===== src/rtl/sqr_wav_pkg.sv =====
// -----------------------------------------------------------------------------
// sqr_wav_pkg
//   Shared types and helpers for the square-wave measurement block.
//   - meas_state_t : measurement FSM state encoding
//   - M_MAX        : largest representable m/n value (also the saturation value)
//   - meas_div     : clock cycles per m/n unit
//   - meas_timeout : clock cycles without an edge that declare the input stuck
// -----------------------------------------------------------------------------
package sqr_wav_pkg;

  typedef enum logic [1:0] {
    WAIT_EDGE = 2'd0,
    MEAS_HIGH = 2'd1,
    MEAS_LOW  = 2'd2,
    STUCK     = 2'd3
  } meas_state_t;

  localparam logic [3:0] M_MAX = 4'hF;

  // Clock cycles per m/n unit. UNIT_NS must be an integer multiple of CLK_NS
  // and the ratio must be at least 2 so that half a unit is a whole cycle.
  function automatic int meas_div(input int unit_ns, input int clk_ns);
    return unit_ns / clk_ns;
  endfunction

  // Number of cycles without an edge after which the input is declared stuck.
  function automatic int meas_timeout(input int timeout_units, input int div);
    return timeout_units * div;
  endfunction

endpackage


===== src/rtl/sync_edge_det.sv =====
// -----------------------------------------------------------------------------
// sync_edge_det
//   Brings an asynchronous level into the clk domain through SYNC_STAGES
//   flops and produces registered one-cycle rise/fall strobes.
//
//   Ports
//     clk    in   system clock
//     rst_n  in   synchronous active-low reset
//     din    in   asynchronous input level
//     level  out  synchronised level, aligned with the strobes (it already
//                 shows the new level in the cycle a strobe is high)
//     rise   out  one-cycle strobe: synchronised level went 0 -> 1
//     fall   out  one-cycle strobe: synchronised level went 1 -> 0
//
//   Timing: din first sampled high at edge k -> rise high in the cycle after
//   edge k+SYNC_STAGES.
// -----------------------------------------------------------------------------
module sync_edge_det #(
  parameter int SYNC_STAGES = 2
) (
  input  logic clk,
  input  logic rst_n,
  input  logic din,
  output logic level,
  output logic rise,
  output logic fall
);

  logic [SYNC_STAGES-1:0] sync_q;
  logic                   prev_q;

  always_ff @(posedge clk) begin
    if (!rst_n) begin
      sync_q <= '0;
      prev_q <= 1'b0;
      rise   <= 1'b0;
      fall   <= 1'b0;
    end else begin
      sync_q <= {sync_q[SYNC_STAGES-2:0], din};
      prev_q <= sync_q[SYNC_STAGES-1];
      // Strobes are registered so that they and 'level' change together.
      rise   <= sync_q[SYNC_STAGES-1] & ~prev_q;
      fall   <= ~sync_q[SYNC_STAGES-1] & prev_q;
    end
  end

  assign level = prev_q;

endmodule


===== src/rtl/sqr_wav_meas.sv =====
// -----------------------------------------------------------------------------
// sqr_wav_meas
//   Receive-side measurement of a square wave. Recovers the high time (m) and
//   low time (n) in UNIT_NS units, using the same encoding as the square-wave
//   generator: m=0 means stuck low, n=0 with m=15 means stuck high.
//
//   Ports
//     clk         in   system clock
//     rst_n       in   synchronous active-low reset
//     sqr_in      in   square wave under measurement, asynchronous
//     high_m[3:0] out  last measured high time, units
//     low_n[3:0]  out  last measured low time, units
//     meas_valid  out  one-cycle pulse: high_m/low_n/stuck just updated
//     locked      out  a full high+low period was measured since reset/stuck
//     stuck       out  input held one level for TIMEOUT_UNITS or longer
//     state_dbg   out  current measurement FSM state
//
//   Output protocol: meas_valid is a single-cycle strobe with no back-pressure;
//   high_m, low_n, stuck and locked change only in the cycle meas_valid is
//   high (or on reset) and hold their value otherwise. meas_valid is never
//   high in two consecutive cycles.
//
//   Latency: sqr_in first sampled high at clk edge k -> meas_valid and the new
//   outputs are visible in cycle k+SYNC_STAGES+1.
// -----------------------------------------------------------------------------
module sqr_wav_meas
  import sqr_wav_pkg::*;
#(
  parameter int UNIT_NS       = 100,
  parameter int CLK_NS        = 10,
  parameter int SYNC_STAGES   = 2,
  parameter int TIMEOUT_UNITS = 16
) (
  input  logic        clk,
  input  logic        rst_n,
  input  logic        sqr_in,
  output logic [3:0]  high_m,
  output logic [3:0]  low_n,
  output logic        meas_valid,
  output logic        locked,
  output logic        stuck,
  output meas_state_t state_dbg
);

  localparam int DIV         = meas_div(UNIT_NS, CLK_NS);
  localparam int TIMEOUT_CYC = meas_timeout(TIMEOUT_UNITS, DIV);
  localparam int PW          = $clog2(TIMEOUT_CYC + 1);
  localparam int SW          = $clog2(DIV);

  localparam logic [PW-1:0] PHASE_MAX = PW'(TIMEOUT_CYC);
  localparam logic [SW-1:0] PRESC_TOP = SW'(DIV - 1);

  // The prescaler tracks (phase_cyc + DIV/2) mod DIV and the unit counter
  // tracks floor((phase_cyc + DIV/2) / DIV). In the strobe cycle phase_cyc
  // reloads to 1, so both start from their values at phase_cyc = 1. This
  // gives round-half-up without a divider.
  localparam logic [SW-1:0] PRESC_RELOAD = SW'((1 + DIV / 2) % DIV);
  localparam logic [3:0]    UNIT_RELOAD  = 4'((1 + DIV / 2) / DIV);

  // ---------------------------------------------------------------------------
  // Front end
  // ---------------------------------------------------------------------------
  logic level;
  logic rise;
  logic fall;
  logic edge_stb;

  sync_edge_det #(
    .SYNC_STAGES(SYNC_STAGES)
  ) u_sync_edge_det (
    .clk   (clk),
    .rst_n (rst_n),
    .din   (sqr_in),
    .level (level),
    .rise  (rise),
    .fall  (fall)
  );

  assign edge_stb = rise | fall;

  // ---------------------------------------------------------------------------
  // Phase counter, prescaler and unit counter
  //   In a strobe cycle phase_cyc holds the number of cycles the previous
  //   level lasted and units holds that length converted to m/n units.
  // ---------------------------------------------------------------------------
  logic [PW-1:0] phase_cyc;
  logic [SW-1:0] presc;
  logic [3:0]    units;

  always_ff @(posedge clk) begin
    if (!rst_n) begin
      phase_cyc <= '0;
      presc     <= '0;
      units     <= '0;
    end else if (edge_stb) begin
      phase_cyc <= PW'(1);
      presc     <= PRESC_RELOAD;
      units     <= UNIT_RELOAD;
    end else begin
      if (phase_cyc != PHASE_MAX) begin
        phase_cyc <= phase_cyc + 1'b1;
      end
      if (presc == PRESC_TOP) begin
        presc <= '0;
        if (units != M_MAX) begin
          units <= units + 1'b1;
        end
      end else begin
        presc <= presc + 1'b1;
      end
    end
  end

  // ---------------------------------------------------------------------------
  // Measurement FSM
  // ---------------------------------------------------------------------------
  meas_state_t state;
  logic [3:0]  high_hold;
  logic        hold_valid;
  logic        timeout;

  // The counter sits at PHASE_MAX once saturated; STUCK is excluded so the
  // stuck report is published only once. An edge in the same cycle wins.
  assign timeout = (phase_cyc == PHASE_MAX) && !edge_stb && (state != STUCK);

  always_ff @(posedge clk) begin
    if (!rst_n) begin
      state      <= WAIT_EDGE;
      high_hold  <= '0;
      hold_valid <= 1'b0;
      high_m     <= '0;
      low_n      <= '0;
      meas_valid <= 1'b0;
      locked     <= 1'b0;
      stuck      <= 1'b0;
    end else begin
      meas_valid <= 1'b0;

      if (timeout) begin
        // Report using the generator's encoding of a constant output.
        high_m     <= level ? M_MAX : 4'd0;
        low_n      <= 4'd0;
        stuck      <= 1'b1;
        locked     <= 1'b0;
        meas_valid <= 1'b1;
        hold_valid <= 1'b0;
        state      <= STUCK;
      end else begin
        case (state)
          WAIT_EDGE: begin
            // The phase running before the first edge is partial: discard it.
            if (rise) begin
              hold_valid <= 1'b0;
              state      <= MEAS_HIGH;
            end else if (fall) begin
              hold_valid <= 1'b0;
              state      <= MEAS_LOW;
            end
          end

          MEAS_HIGH: begin
            if (fall) begin
              high_hold  <= units;
              hold_valid <= 1'b1;
              state      <= MEAS_LOW;
            end
          end

          MEAS_LOW: begin
            if (rise) begin
              if (hold_valid) begin
                high_m     <= high_hold;
                low_n      <= units;
                stuck      <= 1'b0;
                locked     <= 1'b1;
                meas_valid <= 1'b1;
              end
              hold_valid <= 1'b0;
              state      <= MEAS_HIGH;
            end
          end

          STUCK: begin
            // Outputs keep the stuck report until the next full period.
            if (rise) begin
              hold_valid <= 1'b0;
              state      <= MEAS_HIGH;
            end else if (fall) begin
              hold_valid <= 1'b0;
              state      <= MEAS_LOW;
            end
          end

          default: begin
            hold_valid <= 1'b0;
            state      <= WAIT_EDGE;
          end
        endcase
      end
    end
  end

  assign state_dbg = state;

endmodule


===== config.mk =====
export PLATFORM = sky130hd
export DESIGN_NAME = sqr_wav_meas
export DESIGN_NICKNAME = d
export VERILOG_FILES = /design/src/rtl/sqr_wav_pkg.sv /design/src/rtl/sync_edge_det.sv /design/src/rtl/sqr_wav_meas.sv
export SDC_FILE = /design/constraint.sdc
export NUM_CORES = 1
export LEC_CHECK = 0
export CORE_UTILIZATION = 45
export DETAILED_ROUTE_END_ITERATION = 7
export GPL_TIMING_DRIVEN = 0
export PLACE_DENSITY = 0.65
export SYNTH_ARGS = -nofsm -noshare
export SYNTH_HDL_FRONTEND = slang
export SYNTH_SLANG_ARGS = --single-unit

===== constraint.sdc =====
create_clock -name clk -period 2.16 [get_ports clk]
set_input_delay 0.432 -clock clk [delete_from_list [all_inputs] [get_ports clk]]
set_output_delay 0.432 -clock clk [all_outputs]
set_load 0.01 [all_outputs]

==> flow_summary_export.csv, run 1 <==
group,metric,value,unit
status,status,"finished, final reports clean",
drt,vias_per_cell,5.20,
clock_tree,cts.sinks,39,
setup_path,cp_max_fo,7,
die,die_width,63.5,um
sta,rsz0062_at_grt,"false",
layout,n_fill_cell,322,
power_and_ir_drop,leakagePower,0.806,nW
worst_hold_path,hp-class,"reg2reg",
logic_synthesis,synth-adder-area-share,5.15,%
logic_synthesis,synth_top_family_by_area,"simple AND/OR/NAND/NOR gates",
logic_synthesis,synth_cell_types,36,
drt,wire_per_inst,12.7,um
clock_tree,h-tree-depth,2,
layout,final_core_util,57.3,%
sta,hold_violations,0,
clock_tree,cts_resized,0,
setup_path,arrival,1.35,ns
layout,layout-drive-gt1-share,10.4,%
clock_tree,clk_latency,0.29,ns
logic_synthesis,synthSimpleGateAreaFrac,21.5,%
clock_tree,numCtsBuffers,5,
sta,hold_ws,0.413,ns
logic_synthesis,postSynthCellCount,181,
global_route,grt_pass1_wl,5540,um
power_and_ir_drop,clkPwrFrac,37.2,%
setup_path,worstPathCellList,"clkdlybuf4s50_1",
sta,tightest_slew,0.444,ns
layout,area_growth_syn_to_layout,16.8,%
global_route,gr-total-overflow,0,
global_route,grtUsageTotal,18.1,%
clock_tree,cts.reportedPaths.clkPinSlew,0.07,ns
sta,fin_crit_sh,82.4,%
setup_path,crit_buf_inv,1,
drt,firstDrtPassIters,4,
power_and_ir_drop,vdd_drop_max,428,uV
layout,multi_input_area,873,um^2
logic_synthesis,ys_seq_elements,39,
setup_path,worst_ep_required_time,1.73,ns
logic_synthesis,syn_nets,191,
drt,first_iter_violations,40,
sta,period_minus_slack,1.78,ns
setup_path,slowest_stage,"clkdlybuf4s50_1",
die,die_y,63.5,um
power_and_ir_drop,switching_share,22.2,%
sta,finClkSkew,0.00509,ns
drt,ant_nets,0,
die,num_rows,21,
drt,vias,1289,
layout,fin_nets,212,
die,die_area,4030,um^2
power_and_ir_drop,power_frac_seq,57.5,%
logic_synthesis,syn_avg_cell_area,9.39,um^2
logic_synthesis,synth-compound-area-share,12.6,%
setup_path,worstSetupPathType,"reg2out",
logic_synthesis,ys_seq_area_share,45.9,%
clock_tree,root_buffer,"clkbuf_8",
setup_path,crit_path_start_kind,"flop",
sta,relSlewSlack,70.4,%
power_and_ir_drop,power_switching,290,uW
clock_tree,cts_tree,"yes",
layout,seq_area,781,um^2
setup_path,crit_path_max_incr_delay,0.59,ns
power_and_ir_drop,p_int,1.01,mW
place,io_buffers,14,
logic_synthesis,ys_warn_count,0,
sta,setup_violations,0,
sta,max_freq,562,MHz
power_and_ir_drop,power.total,1.30,mW
logic_synthesis,synth_xor_area_share,5.67,%
global_route,grt_max_degree,12,
sta,fin_setup_tns,0,ns
power_and_ir_drop,power_frac_comb,5.3,%
drt,routed_wl,3160,um
die,ios,16,
setup_path,crit_path_end_kind,"output pin",
clock_tree,post_cts_buffers,0,
global_route,grt_pass1_vias,1241,
drt,drc,0,
die,coreArea,3470,um^2
sta,final_max_slew_viol_count,0,
die,initial_core_util,49.0,%
layout,n_antenna_cell,0,
setup_path,path_delay_family,"buffers and inverters",
place,hpwl,2320,um
clock_tree,postCtsHoldBufs,0,
flow_run,drv_cap,0,
logic_synthesis,synthMuxAreaShare,6.48,%
global_route,antenna_found_initial,0,
place,place.gp.congestion,0.752,
clock_tree,cts.path.max_buffers,2,
power_and_ir_drop,p_per_area,657,nW/um^2
logic_synthesis,synth_area,1700,um^2
==> flip-flops by register name, indices dropped and copies added, names as in the netlist, 2 cells and up <==
| signal | flops |
|---|---|
| units | 4 |
| state_dbg | 2 |
| low_n | 4 |
| phase_cyc | 8 |
| high_m | 4 |
| high_hold | 4 |
| presc | 4 |
| u_sync_edge_det.sync_q | 2 |
==> Yosys cell counts <==
library cell | number | area (um^2)
dfxtp_1 | 39 | 781
a21oi_1 | 20 | 100
nor2_1 | 19 | 71.3
nand2_1 | 13 | 48.8
mux2i_1 | 11 | 110
nand3_1 | 10 | 50.1
inv_1 | 9 | 33.8
ha_1 | 7 | 87.6
and2_1 | 6 | 37.5
xor2_1 | 6 | 52.6
xnor2_1 | 5 | 43.8
a211oi_2 | 4 | 50.1
and3_1 | 3 | 18.8
o21ai_0 | 3 | 15.0
clkbuf_1 | 2 | 7.51
nand2b_1 | 2 | 12.5
nand4_1 | 2 | 12.5
nor2b_1 | 2 | 12.5
a21o_1 | 1 | 7.51
a22oi_1 | 1 | 7.51
a31o_2 | 1 | 8.76
a32o_2 | 1 | 11.3
and2_4 | 1 | 8.76
and4bb_1 | 1 | 12.5
and4bb_4 | 1 | 16.3
buf_2 | 1 | 5.00
nand2_2 | 1 | 6.26
nand3_2 | 1 | 10.0
nand3b_1 | 1 | 7.51
nor2_2 | 1 | 6.26
nor3_1 | 1 | 5.00
nor3_2 | 1 | 10.0
nor3b_2 | 1 | 12.5
o21ai_1 | 1 | 5.00
o32ai_1 | 1 | 8.76
or2_1 | 1 | 6.26
==> cell families (layout without fill, tap and decap cells) <==
| logic type | Yosys count | in the layout |
|---|---|---|
| DFF | 39 | 39 |
| adders and majority gates | 7 | 7 |
| and+or+nand+nor | 68 | 68 |
| xor gates and xnor gates | 11 | 11 |
| buffers and inverters | 12 | 33 |
| AOI/OAI and AO/OA | 33 | 33 |
| muxes | 11 | 11 |
==> cell type report <==
type	instances	area share, %
multi-input combinational	130	44.0
clock inverter	1	0.252
tap	46	2.90
timing repair buffer	14	7.06
inverter	9	1.70
clock buffer	6	4.16
sequential	39	39.3
buffer	3	0.630
==> worst paths after layout <==
| kind | cells past startpoint | endpoint | slack [ns] | from |
|---|---|---|---|---|
| worst min register to register | 1 | u_sync_edge_det.fall | 0.41 | u_sync_edge_det.sync_q[1] |
| worst max-delay path | 1 | state_dbg[1] | 0.38 | state_dbg[1] |
| worst max register to register | 5 | high_m[3] | 0.60 | state_dbg[1] |
| worst min-delay path | 1 | u_sync_edge_det.fall | 0.41 | u_sync_edge_det.sync_q[1] |
==> placed cells by master, fill, tap and decap left out, types with 2 or more instances in the layout <==
master / instances
o21ai_0: 3
clkdlybuf4s50_1: 14
nand2b_1: 2
a21oi_1: 20
xnor2_1: 5
nand3_1: 10
nor2b_1: 2
clkbuf_1: 2
inv_1: 9
and2_1: 6
a211oi_2: 4
nor2_1: 19
and3_1: 3
mux2i_1: 11
dfxtp_1: 39
nand4_1: 2
ha_1: 7
xor2_1: 6
clkbuf_8: 6
nand2_1: 13
==> power by group through the flow <==
| stage | combinational [mW] | clock, mW | sequential [mW] |
|---|---|---|---|
| 6_report | 0.0692 | 0.485 | 0.750 |
| 5_1_grt | 0.0803 | 0.531 | 0.753 |
| 3_5_place_dp | 0.0695 | 0 | 0.767 |
| 4_1_cts | 0.0701 | 0.500 | 0.750 |
| 3_3_place_gp | 0.0672 | 0 | 0.766 |
| 2_1_floorplan | 0.0533 | 0 | 0.763 |
==> per-layer routing <==
metal | global-route usage, % | vias to the layer above | routed length [um]
met1 | 22.0 | 602 | 1520
met4 | 7.67 | 0 | 48
li1 | - | 658 | -
met5 | 0 | - | 0
met3 | 5.62 | 4 | 118
met2 | 29.3 | 25 | 1460
==> worst register-to-register path, cell delays in order, from the launching register on <==
cell and delay, ns:
dfxtp_1 0.38, ha_1 0.22, nor3_2 0.22, nand3_2 0.24, mux2i_1 0.19, a211oi_2 0.23
==> stage by stage <==
stage | area (um^2) | std cells | setup slack [ns]
2_1_floorplan | 1700 | 181 | 0.736
3_3_place_gp | 1900 | 241 | 0.615
3_5_place_dp | 1900 | 241 | 0.619
4_1_cts | 1990 | 248 | 0.379
5_1_grt | 1990 | 248 | 0.331
6_report | 1990 | 248 | 0.381
(Power assumes the default switching activity.)
==> run 2, diff against run 1 <==
==> constraint.sdc (replaced) <==
create_clock -name clk -period 1.64 [get_ports clk]
set_input_delay 0.328 -clock clk [delete_from_list [all_inputs] [get_ports clk]]
set_output_delay 0.328 -clock clk [all_outputs]
set_load 0.01 [all_outputs]
==> run 2 against run 1 <==
Flip-flop and latch count is the same. Hold slack worse by 0.0030 ns. Clock power increased by 33%. Sequential power grew 32%. Power rose by 32%. Critical path depth did not move. Count of clock-buffer cells in the layout did not move. Critical path type unchanged. Critical endpoint unchanged. Highest routed layer unchanged.
==> flow_summary_export.csv, run 2 (same netlist as run 1, synthesis figures left out) <==
group,metric,value,unit
status,status,"finished, final reports clean",
global_route,grtUsageTotal,18.2,%
sta,hold_ws,0.410,ns
global_route,gr-total-overflow,0,
layout,layout_commonest_cell,"dfxtp_1",
global_route,busiest_layer,"met2",
layout,seq_area,785,um^2
setup_path,worst-r2r-setup-slack,0.12,ns
global_route,grt_pass1_wl,5560,um
sta,max_freq,634,MHz
clock_tree,h-tree-depth,2,
setup_path,r2r_end,"high_m[3]",
drt,routed_wl,3190,um
setup_path,cp_max_fo,7,
clock_tree,cts_tree,"yes",
clock_tree,cts.path.max_buffers,2,
drt,vias,1289,
die,die_area,4030,um^2
sta,final_max_slew_viol_count,0,
power_and_ir_drop,p_per_area,867,nW/um^2
drt,vias_per_cell,5.20,
setup_path,worstReg2RegStart,"phase_cyc[1]",
place,place.gp.congestion,0.752,
flow_run,drv_cap,0,
setup_path,arrival,1.25,ns
layout,multi_input_area,873,um^2
die,die_y,63.5,um
setup_path,path_delay_family,"buffers and inverters",
setup_path,crit_path_end_kind,"output pin",
layout,n_fill_cell,321,
layout,most-common-layout-cells,"dfxtp_1, a21oi_1, nor2_1, clkdlybuf4s50_1, nand2_1",
layout,n_antenna_cell,0,
drt,first_iter_violations,42,
layout,postLayoutCellArea,1990,um^2
setup_path,crit_path_max_incr_delay,0.56,ns
global_route,grt_pass1_vias,1247,
worst_hold_path,holdPathEnd,"u_sync_edge_det.fall",
layout,fin_nets,212,
drt,firstDrtPassIters,4,
die,num_rows,21,
clock_tree,cts.sinks,39,
layout,layout-drive-gt1-share,11.9,%
power_and_ir_drop,leakagePower,0.807,nW
place,hpwl,2320,um
setup_path,worstSetupPathType,"reg2out",
global_route,grt.met3_usage,5.62,%
worst_hold_path,hold_depth,1,
die,coreArea,3470,um^2
setup_path,crit_buf_inv,1,
worst_hold_path,hold_path.startpoint,"u_sync_edge_det.sync_q[1]",
setup_path,worst_ep_required_time,1.31,ns
setup_path,crit_path_start_kind,"flop",
drt,drc,0,
sta,fin_crit_sh,96.1,%
die,ios,16,
place,io_buffers,14,
sta,finClkSkew,0.00796,ns
layout,largest_reg_flops,8,
layout,regMostFlops,"phase_cyc",
global_route,grtUsageMet2,29.4,%
clock_tree,numCtsBuffers,5,
drt,wire_per_inst,12.9,um
drt,ant_nets,0,
setup_path,worstPathCellList,"clkdlybuf4s50_1",
setup_path,slowest_stage,"clkdlybuf4s50_1",
sta,rsz0062_at_grt,"false",
global_route,antenna_found_initial,0,
power_and_ir_drop,power.total,1.72,mW
layout,area_growth_syn_to_layout,17.0,%
sta,relSlewSlack,69.9,%
setup_path,reg2reg_depth,6,
clock_tree,post_cts_buffers,0,
place,placed_cell_area,1900,um^2
sta,setup_violations,0,
clock_tree,postCtsHoldBufs,0,
die,initial_core_util,49.0,%
global_route,grt_max_degree,12,
clock_tree,cts.reportedPaths.clkPinSlew,0.07,ns
sta,hold_violations,0,
clock_tree,clk_latency,0.29,ns
worst_hold_path,hp-class,"reg2reg",
die,die_width,63.5,um
global_route,met1_usage,22.1,%
sta,tightest_slew,0.451,ns
sta,fin_setup_tns,0,ns
sta,period_minus_slack,1.58,ns
power_and_ir_drop,vdd_drop_max,563,uV
clock_tree,root_buffer,"clkbuf_8",
[run 2: through the flow]
| step | worst slack, ns | util, % | cells |
|---|---|---|---|
| 6_report | 0.0638 | 57.4 | 248 |
| 5_1_grt | 0.00493 | 57.4 | 248 |
| 4_1_cts | 0.0262 | 57.3 | 248 |
| 3_5_place_dp | 0.0991 | 54.7 | 241 |
| 3_3_place_gp | 0.113 | 54.7 | 241 |
| 2_1_floorplan | 0.216 | - | 181 |
[run 2: worst max-delay path by stage]
stage | slack, ns | from | cells past startpoint | to
after floorplan | 0.22 | phase_cyc[0] | 6 | high_m[0]
after global placement | 0.11 | phase_cyc[0] | 6 | high_m[0]
after detailed placement | 0.1 | phase_cyc[0] | 6 | high_m[3]
after CTS | 0.03 | state_dbg[0] | 1 | state_dbg[0]
after global routing | 0.005 | phase_cyc[0] | 6 | high_m[1]
final | 0.06 | state_dbg[1] | 1 | state_dbg[1]
[run 2: cell type report]
class / count / area share (%)
tap: 46 / 2.89
buffer: 3 / 0.629
sequential: 39 / 39.4
multi-input combinational: 130 / 43.9
timing repair buffer: 14 / 7.04
clock buffer: 6 / 4.15
inverter: 9 / 1.70
clock inverter: 1 / 0.252
[run 2: routing by layer]
layer / wire, um / part of all wire (%)
met2: 1490 / 47
met5: 0 / 0
met4: 58 / 1.8
met1: 1540 / 48
met3: 112 / 3.5
[run 2: timing repair]
item | CTS | global route
endpoints found under the hold margin | 0 | 0
gates resized for setup | 1 | 2
endpoints found under the setup margin | 1 | 3
[run 2: where the power goes]
group | total [mW] | internal, mW | switching (mW) | leakage, nW
registers | 0.989 | 0.968 | 0.0214 | 0.317
logic | 0.0912 | 0.0394 | 0.0518 | 0.443
clock network | 0.644 | 0.330 | 0.315 | 0.0470
